--- config.mk ---
export PLATFORM = sky130hd
export DESIGN_NAME = sha3_digest_serializer_flat
export DESIGN_NICKNAME = d
export VERILOG_FILES = /design/src/rtl/sha3_digest_serializer_pkg.sv /design/src/rtl/sha3_digest_serializer_if.sv /design/src/rtl/sha3_digest_serializer.sv /design/src/flat_wrapper.sv
export SDC_FILE = /design/constraint.sdc
export NUM_CORES = 2
export LEC_CHECK = 0
export BUFFER_PORTS_ARGS = -buffer_cell sky130_fd_sc_hd__buf_2
export CELL_PAD_IN_SITES_DETAIL_PLACEMENT = 1
export CELL_PAD_IN_SITES_GLOBAL_PLACEMENT = 1
export CORE_AREA = 2 2 631 633
export DETAILED_ROUTE_END_ITERATION = 6
export DIE_AREA = 0 0 633 635
export PLACE_DENSITY = 0.42
export SYNTH_ARGS = -nofsm -noshare
export SYNTH_HDL_FRONTEND = slang
export SYNTH_SLANG_ARGS = --single-unit
--- constraint.sdc ---
create_clock -name clk -period 1.7 [get_ports clk]
set_clock_uncertainty 0.15 [all_clocks]
set_input_delay 0.085 -clock clk [delete_from_list [all_inputs] [get_ports clk]]
set_output_delay 0.085 -clock clk [all_outputs]
set_load 0.05 [all_outputs]
--- src/rtl/sha3_digest_serializer_pkg.sv ---
// rtl/sha3_digest_serializer_pkg.sv - Keccak state width, digest mode encoding and serializer FSM states
package sha3_pkg;

  localparam int STATE_WIDTH = 1600;
  // Wide enough for the largest word count (512 bits in 16-bit words = 32).
  localparam int CNT_WIDTH   = 6;

  typedef enum logic [1:0] {
    MODE_224 = 2'b00,
    MODE_256 = 2'b01,
    MODE_384 = 2'b10,
    MODE_512 = 2'b11
  } sha3_mode_t;

  typedef enum logic {
    IDLE = 1'b0,
    SEND = 1'b1
  } ser_state_t;

  function automatic int digest_bits(input sha3_mode_t m);
    case (m)
      MODE_224: return 224;
      MODE_256: return 256;
      MODE_384: return 384;
      default:  return 512;
    endcase
  endfunction

endpackage

--- src/rtl/sha3_digest_serializer_if.sv ---
// rtl/sha3_digest_serializer_if.sv - state capture and digest word stream signals of the serializer
interface sha3_digest_serializer_if #(
  parameter int DATA_WIDTH = 16
);
  import sha3_pkg::*;

  logic [STATE_WIDTH-1:0] state_in;
  logic                   state_valid;
  logic                   state_ready;
  logic [1:0]             mode;
  logic [DATA_WIDTH-1:0]  m_data;
  logic                   m_valid;
  logic                   m_ready;
  logic                   m_last;
  logic                   busy;

  // master is the serializer itself; slave is the environment around it.
  modport master (
    input  state_in, state_valid, mode, m_ready,
    output state_ready, m_data, m_valid, m_last, busy
  );

  modport slave (
    output state_in, state_valid, mode, m_ready,
    input  state_ready, m_data, m_valid, m_last, busy
  );

endinterface

--- src/rtl/sha3_digest_serializer.sv ---
// rtl/sha3_digest_serializer.sv - captures a final Keccak state and streams its digest MSB-first in DATA_WIDTH words
module sha3_digest_serializer
  import sha3_pkg::*;
#(
  parameter int DATA_WIDTH = 16
) (
  input  logic                      clk,
  input  logic                      RST,
  sha3_digest_serializer_if.master  bus
);

  ser_state_t             state_q, state_d;
  logic [STATE_WIDTH-1:0] shreg;
  logic [CNT_WIDTH-1:0]   cnt;
  sha3_mode_t             mode_q;
  logic                   capture, xfer;
  logic                   active, final_word;
  logic [DATA_WIDTH-1:0]  tail_mask;

  function automatic logic [CNT_WIDTH-1:0] word_count(input sha3_mode_t m);
    int n;
    n = (digest_bits(m) + DATA_WIDTH - 1) / DATA_WIDTH;
    return CNT_WIDTH'(n);
  endfunction

  // A digest that does not fill its last word keeps only its own bits in the MSBs.
  function automatic logic [DATA_WIDTH-1:0] final_mask(input sha3_mode_t m);
    int rem;
    logic [DATA_WIDTH-1:0] ones;
    rem  = digest_bits(m) % DATA_WIDTH;
    ones = '1;
    if (rem == 0) return ones;
    return ~(ones >> rem);
  endfunction

  always_ff @(posedge clk) begin
    if (RST) state_q <= IDLE;
    else     state_q <= state_d;
  end

  always_comb begin
    state_d = state_q;
    capture = 1'b0;
    xfer    = 1'b0;
    case (state_q)
      IDLE: begin
        if (bus.state_valid) begin
          capture = 1'b1;
          state_d = SEND;
        end
      end
      SEND: begin
        if (bus.m_ready) begin
          xfer = 1'b1;
          if (final_word) state_d = IDLE;
        end
      end
    endcase
  end

  always_ff @(posedge clk) begin
    if (RST) begin
      shreg  <= '0;
      cnt    <= '0;
      mode_q <= MODE_224;
    end else if (capture) begin
      shreg  <= bus.state_in;
      cnt    <= word_count(sha3_mode_t'(bus.mode));
      mode_q <= sha3_mode_t'(bus.mode);
    end else if (xfer) begin
      shreg  <= {shreg[STATE_WIDTH-DATA_WIDTH-1:0], {DATA_WIDTH{1'b0}}};
      cnt    <= cnt - CNT_WIDTH'(1);
    end
  end

  // Outputs are gated by RST so an abort emits nothing in the reset cycle.
  assign active     = (state_q == SEND) && !RST;
  assign final_word = (cnt == CNT_WIDTH'(1));
  assign tail_mask  = final_word ? final_mask(mode_q) : '1;

  assign bus.state_ready = (state_q == IDLE) && !RST;
  assign bus.m_valid     = active;
  assign bus.busy        = active;
  assign bus.m_last      = active && final_word;
  assign bus.m_data      = shreg[STATE_WIDTH-1 -: DATA_WIDTH] & tail_mask;

endmodule

--- src/flat_wrapper.sv ---
// flat-port wrapper written by rule: the top's interface ports become plain ports
module sha3_digest_serializer_flat import sha3_pkg::*;
#(
  parameter int DATA_WIDTH = 16
)
  (clk, RST, bus_state_in, bus_state_valid, bus_mode, bus_m_ready, bus_state_ready, bus_m_data, bus_m_valid, bus_m_last, bus_busy);
  sha3_digest_serializer_if #(.DATA_WIDTH(DATA_WIDTH)) bus_i ();
  input  logic clk;
  input  logic RST;
  input wire logic [$bits(bus_i.state_in)-1:0] bus_state_in;
  input wire logic [$bits(bus_i.state_valid)-1:0] bus_state_valid;
  input wire logic [$bits(bus_i.mode)-1:0] bus_mode;
  input wire logic [$bits(bus_i.m_ready)-1:0] bus_m_ready;
  output wire logic [$bits(bus_i.state_ready)-1:0] bus_state_ready;
  output wire logic [$bits(bus_i.m_data)-1:0] bus_m_data;
  output wire logic [$bits(bus_i.m_valid)-1:0] bus_m_valid;
  output wire logic [$bits(bus_i.m_last)-1:0] bus_m_last;
  output wire logic [$bits(bus_i.busy)-1:0] bus_busy;
  assign bus_i.state_in = bus_state_in;
  assign bus_i.state_valid = bus_state_valid;
  assign bus_i.mode = bus_mode;
  assign bus_i.m_ready = bus_m_ready;
  assign bus_state_ready = bus_i.state_ready;
  assign bus_m_data = bus_i.m_data;
  assign bus_m_valid = bus_i.m_valid;
  assign bus_m_last = bus_i.m_last;
  assign bus_busy = bus_i.busy;
  sha3_digest_serializer #(.DATA_WIDTH(DATA_WIDTH)) u_core (.clk(clk), .RST(RST), .bus(bus_i));
endmodule
# Word-level counts from Yosys, hierarchy flattened
# Index checks and enable logic that the tools add are counted.
[totals] register_bits=1607 input_bits=1606 out_inout_bits=20 elab_cells=43
[classes] add_sub_neg=4 eq_ne=3 shifts=1 muxes=18 n_bitwise=5 n_reduce_logical=9
[op_table] op="1600-bit two-way mux" count=2
[op_table] op="32-bit two-way mux" count=2
[op_table] op="16-bit two-way mux" count=3
[op_table] op="32-bit by 6-bit adder with 32-bit output (second input constant)" count=1
[op_table] op="32-bit logical NOT" count=1
[op_table] op="16-bit by 32-bit right shift with 16-bit output (first input constant)" count=1
[op_table] op="32-bit by 2-bit subtractor with 32-bit output (second input constant)" count=1
[op_table] op="10-bit one-hot mux with 3 select lines" count=1
[op_table] op="16-bit AND" count=1
[op_table] op="16-bit inverter" count=1
[op_table] op="6-bit two-way mux" count=2
[op_table] op="1-bit two-way mux" count=7
[op_table] op="6-bit by 1-bit adder with 6-bit output" count=1
[op_table] op="6-bit by 1-bit == test with 1-bit output (second input constant)" count=1
[op_table] op="6-bit by 1-bit subtractor with 6-bit output (second input constant)" count=1
[op_table] op="4-bit OR reduction" count=1
[op_table] op="4-bit OR reduction (first input constant)" count=1
[op_table] op="1-bit logical AND" count=3
[op_table] op="2-bit by 1-bit == test with 1-bit output (second input constant)" count=1
[op_table] op="2-bit == test (second input constant)" count=1
[op_table] op="2-bit logical NOT" count=1
[op_table] op="1-bit one-hot mux with 2 select lines" count=1
[op_table] op="2-bit nonzero test" count=1
[op_table] op="1-bit AND" count=1
[op_table] op="other kinds (3)" count=3

# Depth between registers and ports, before layout
[logic_depth] depth_word=10 ltp_mapped=8 mapped_depth_nobuf=5

# Worst setup path before layout
# Ideal clock, no wire load.
[synth_path] path_type="register -> output" start="reg u_core.state_q" end="out bus_m_last" arrival_ps=1846 required_time_ps=1465 path_slack_ps=-381 stages_incl_launch_ff=4 path_buffers=1 cell_sequence="dfxtp_1 -> buf_4 -> nor2b_1 -> and4b_1"
[synth_between] elab_chain_len=2
[synth_rtl] element="start, declared" line="sha3_digest_serializer.sv:12" text="ser_state_t state_q, state_d;"
[synth_rtl] element="start signal, assigned" line="sha3_digest_serializer.sv:38" text="else state_q <= state_d;"
[synth_rtl] element="1-bit logical AND" line="sha3_digest_serializer.sv:77" text="assign active = (state_q == SEND) && !RST;"
[synth_rtl] element="net bus_busy" line="flat_wrapper.sv:18" text="output wire logic [$bits(bus_i.busy)-1:0] bus_busy;"
[synth_rtl] element="1-bit logical AND" line="sha3_digest_serializer.sv:84" text="assign bus.m_last = active && final_word;"
[synth_rtl] element="end, declared" line="flat_wrapper.sv:17" text="output wire logic [$bits(bus_i.m_last)-1:0] bus_m_last;"
# The timed path passes the listed nets, and every way through them passes these cells.

# Worst setup path in the final report
[layout_path] start="reg u_core.state_q" end="reg u_core.shreg[1412]"
[layout_between] elab_chain_len=2 elab_cells_between_ends=4 classes_between="mux: 3; reduce/logical: 1"
[layout_rtl] element="1-bit two-way mux" line="sha3_digest_serializer.sv:45" text="case (state_q)"
[layout_rtl] element="1600-bit two-way mux / 2-bit nonzero test (equally long branches)"
[layout_rtl] element="end signal, assigned" line="sha3_digest_serializer.sv:67" text="shreg <= bus.state_in;"
[layout_rtl] element="end signal, assigned" line="sha3_digest_serializer.sv:71" text="shreg <= {shreg[STATE_WIDTH-DATA_WIDTH-1:0], {DATA_WIDTH{1'b0}}};"
[layout_rtl] element="end, declared" line="sha3_digest_serializer.sv:13" text="logic [STATE_WIDTH-1:0] shreg;"
# Parallel ways exist; a longest one is shown, timed or not.
# A chain may end at the register's enable or synchronous reset.

==> run_results.csv <==
group,metric,value,unit
logic_synthesis,synth_edf_count,0,
logic_synthesis,synthArstFlopShare,0,%
detailed_routing,vias,88200,
global_route,grt_overflow,0,
global_route,grt_pass1_vias,97200,
worst_setup_path,cp.arrival,2790,ps
sta,fin_ws,-464,ps
outcome,status,"finished with violations",
global_route,grt_max_degree,102,
sta,timing_hold_violations_final,0,
global_route,grt_antenna_before_repair,202,
logic_synthesis,ys_ff_latch,1607,
hold_path,hold_class,"input port to flip-flop",
floorplanning,die_w,633,um
global_route,grt_pass1_wl,651000,um
floorplanning,start_util,17.6,%
clock_network,clk_pin_slew_worst_paths,60,ps
place,dp_hpwl,306000,um
worst_setup_path,crit_type,"flip-flop to flip-flop",
clock_network,cts.sinks,1607,
floorplanning,num_io_pins,1626,
logic_synthesis,syn_area,69300,sq um
worst_setup_path,r2r_slack,-460,ps
place,port-buffer-count,1625,
logic_synthesis,synthesis.nets,10600,
floorplanning,core,395000,sq um
finish,area_growth,92.1,%
floorplanning,rows,231,
detailed_routing,post_drt_wl_per_cell,23.5,um
place,gp_congestion,0.845,
power,irDropWorstVdd,0.000779,V
power,leakage,55.1,nW
finish,final_layout_size_suffix_gt1_share,22.7,%
sta,slew_violations,0,
logic_synthesis,ys_seq_area_share,46.4,%
detailed_routing,final_antenna_net_count,0,
sta,period_minus_slack,2160,ps
finish,nNetsFinal,15500,
logic_synthesis,syn_inst,8944,
detailed_routing,drc,0,
clock_network,cts_made_buffers,207,
sta,worst_pin_slew,930,ps
sta,slew_headroom,37.8,%
clock_network,clkLatencyLatePin,900,ps
run,max-cap-violations,0,
sta,timing.final.crit_share,127,%
worst_setup_path,crit_path_max_fanout,15,
logic_synthesis,ys_warn_count,0,
clock_network,cts_htree_levels,4,
outcome,violations,"setup timing",
global_route,gr-usage-all-layers,21.4,%
power,power_density,864,nW/um^2
detailed_routing,vias_per_cell,4.53,
clock_network,cts_buffer_depth,4,
floorplanning,die_h,635,um
worst_setup_path,worst_setup_path_end_kind,"flip-flop",
detailed_routing,firstDrtPassIters,5,
clock_network,root_buffer,"clkbuf_16",
sta,whs,51.7,ps
power,p_total,0.115,W
worst_setup_path,start_kind,"flip-flop",
sta,finalSetupViolations,1618,
sta,tns,-504720,ps
worst_setup_path,critPathRequiredTime,2330,ps
detailed_routing,wirelength,458000,um
logic_synthesis,synth_flop_cell,"dfxtp_1",
clock_network,cts_tree,"done",
logic_synthesis,yosys.cell_types.count,36,
floorplanning,die-area,402000,sq um
sta,clock.fmax,0.462,GHz
detailed_routing,first_iter_violations,4348,
sta,rsz0062_at_grt,"yes",
logic_synthesis,syn_area_per_cell,7.75,sq um
==> logic make-up after synthesis <==
| family | share of synthesized area (%) |
|---|---|
| and+or+nand+nor | 26.1 |
| AOI/OAI and AO/OA | 20.5 |
| DFF | 46.4 |
| buffers and inverters | 6.85 |
| adders and majority gates | 0.0903 |
| xor gates and xnor gates | 0.0126 |
==> routing by layer <==
layer,part of all wire (%),up-vias,global-route usage [%]
met5,0.11,-,0
met4,5.4,76,10.6
met3,3.8,1118,3.03
met2,51,2427,39.3
met1,40,43300,24.0
li1,-,41300,-
==> cell type report <==
| type | instances | area [sq um] |
|---|---|---|
| clock buffer | 317 | 6340 |
| antenna | 154 | 385 |
| clock inverter | 59 | 644 |
| multi-input combinational | 6426 | 34600 |
| sequential | 1607 | 32200 |
| timing repair buffer | 5651 | 52500 |
| fill | 46200 | 262000 |
| inverter | 5 | 18.8 |
| tap | 5242 | 6560 |
==> critical path, cell delays in order, from the launching register on <==
cell	delay (ps)
dfxtp_4	350
buf_4	140
nor2b_4	120
buf_12	140
buf_16	170
buf_12	130
buf_8	110
bufbuf_16	300
nand2_1	130
a311oi_1	310
==> state kept, by name (all words and copies together) (netlist names) <==
name            flops
u_core.state_q      1
u_core.cnt          6
u_core.shreg     1600
==> placed cells by master (no fill, tap or decap), types with 4 or more instances in the layout <==
| cell | count |
|---|---|
| bufbuf_16 | 30 |
| nand2_1 | 3090 |
| buf_6 | 29 |
| ha_1 | 5 |
| clkbuf_1 | 39 |
| a311oi_1 | 1314 |
| nand2_4 | 50 |
| buf_2 | 1619 |
| diode_2 | 154 |
| buf_8 | 29 |
| buf_12 | 210 |
| clkbuf_16 | 242 |
| bufinv_16 | 8 |
| nand2_8 | 7 |
| dlygate4sd3_1 | 3195 |
| clkinvlp_4 | 4 |
| inv_1 | 5 |
| a311oi_2 | 273 |
| clkbuf_8 | 68 |
| clkinv_2 | 36 |
| a21oi_1 | 18 |
| dfxtp_1 | 1603 |
| buf_4 | 415 |
| buf_16 | 92 |
| nand2_2 | 57 |
| nor2_1 | 1587 |
==> per-stage QoR <==
step                      instance area, sq um  utilization, %  worst slack [ps]  instances
after floorplan                          69300               -              23.1       8944
after global placement                   86300            21.9              -371      15500
after detailed placement                 86300            21.9              -397      15500
after CTS                               130000            33.0              -555      19200
after global routing                    133000            33.7              -538      19400
final                                   133000            33.7              -464      19500
==> path summary, 6_finish.rpt <==
path	cells after the start	endpoint	from
max reg2reg	9	u_core.shreg[1412]	u_core.state_q
min reg2reg	2	u_core.shreg[10]	u_core.shreg[10]
min	6	u_core.shreg[1029]	RST
max	9	u_core.shreg[1412]	u_core.state_q
==> repair_timing <==
item,4_1_cts,5_1_grt
gates resized for setup,384,300
hold buffers,3202,0
cloned,82,36
setup endpoints to repair,1627,1627
setup buffers,74,33
pin swaps,102,64
endpoints found under the hold margin,1607,0
==> cell usage after synthesis, types with 2 or more instances <==
library cell  count  area [sq um]
nand2_1        3204         12000
dfxtp_1        1607         32200
nor2_1         1589          5960
a311oi_1       1557         13600
buf_2           456          2280
clkbuf_1        296          1110
buf_4            74           556
buf_6            45           507
a311oi_2         30           450
a21oi_1          18          90.1
buf_1            17          63.8
clkbuf_4          9          67.6
buf_8             8           120
ha_1              5          62.6
inv_1             5          18.8
and3_1            2          12.5
nand2b_1          2          12.5
nand3_1           2          10.0
==> power by group <==
part           switching, W  total (W)  internal (W)
Combinational        0.0124     0.0258        0.0133
Clock                0.0190     0.0458        0.0268
Sequential          0.00235     0.0435        0.0411
Total                0.0338      0.115        0.0813
Power figures use the tool's default switching activity.
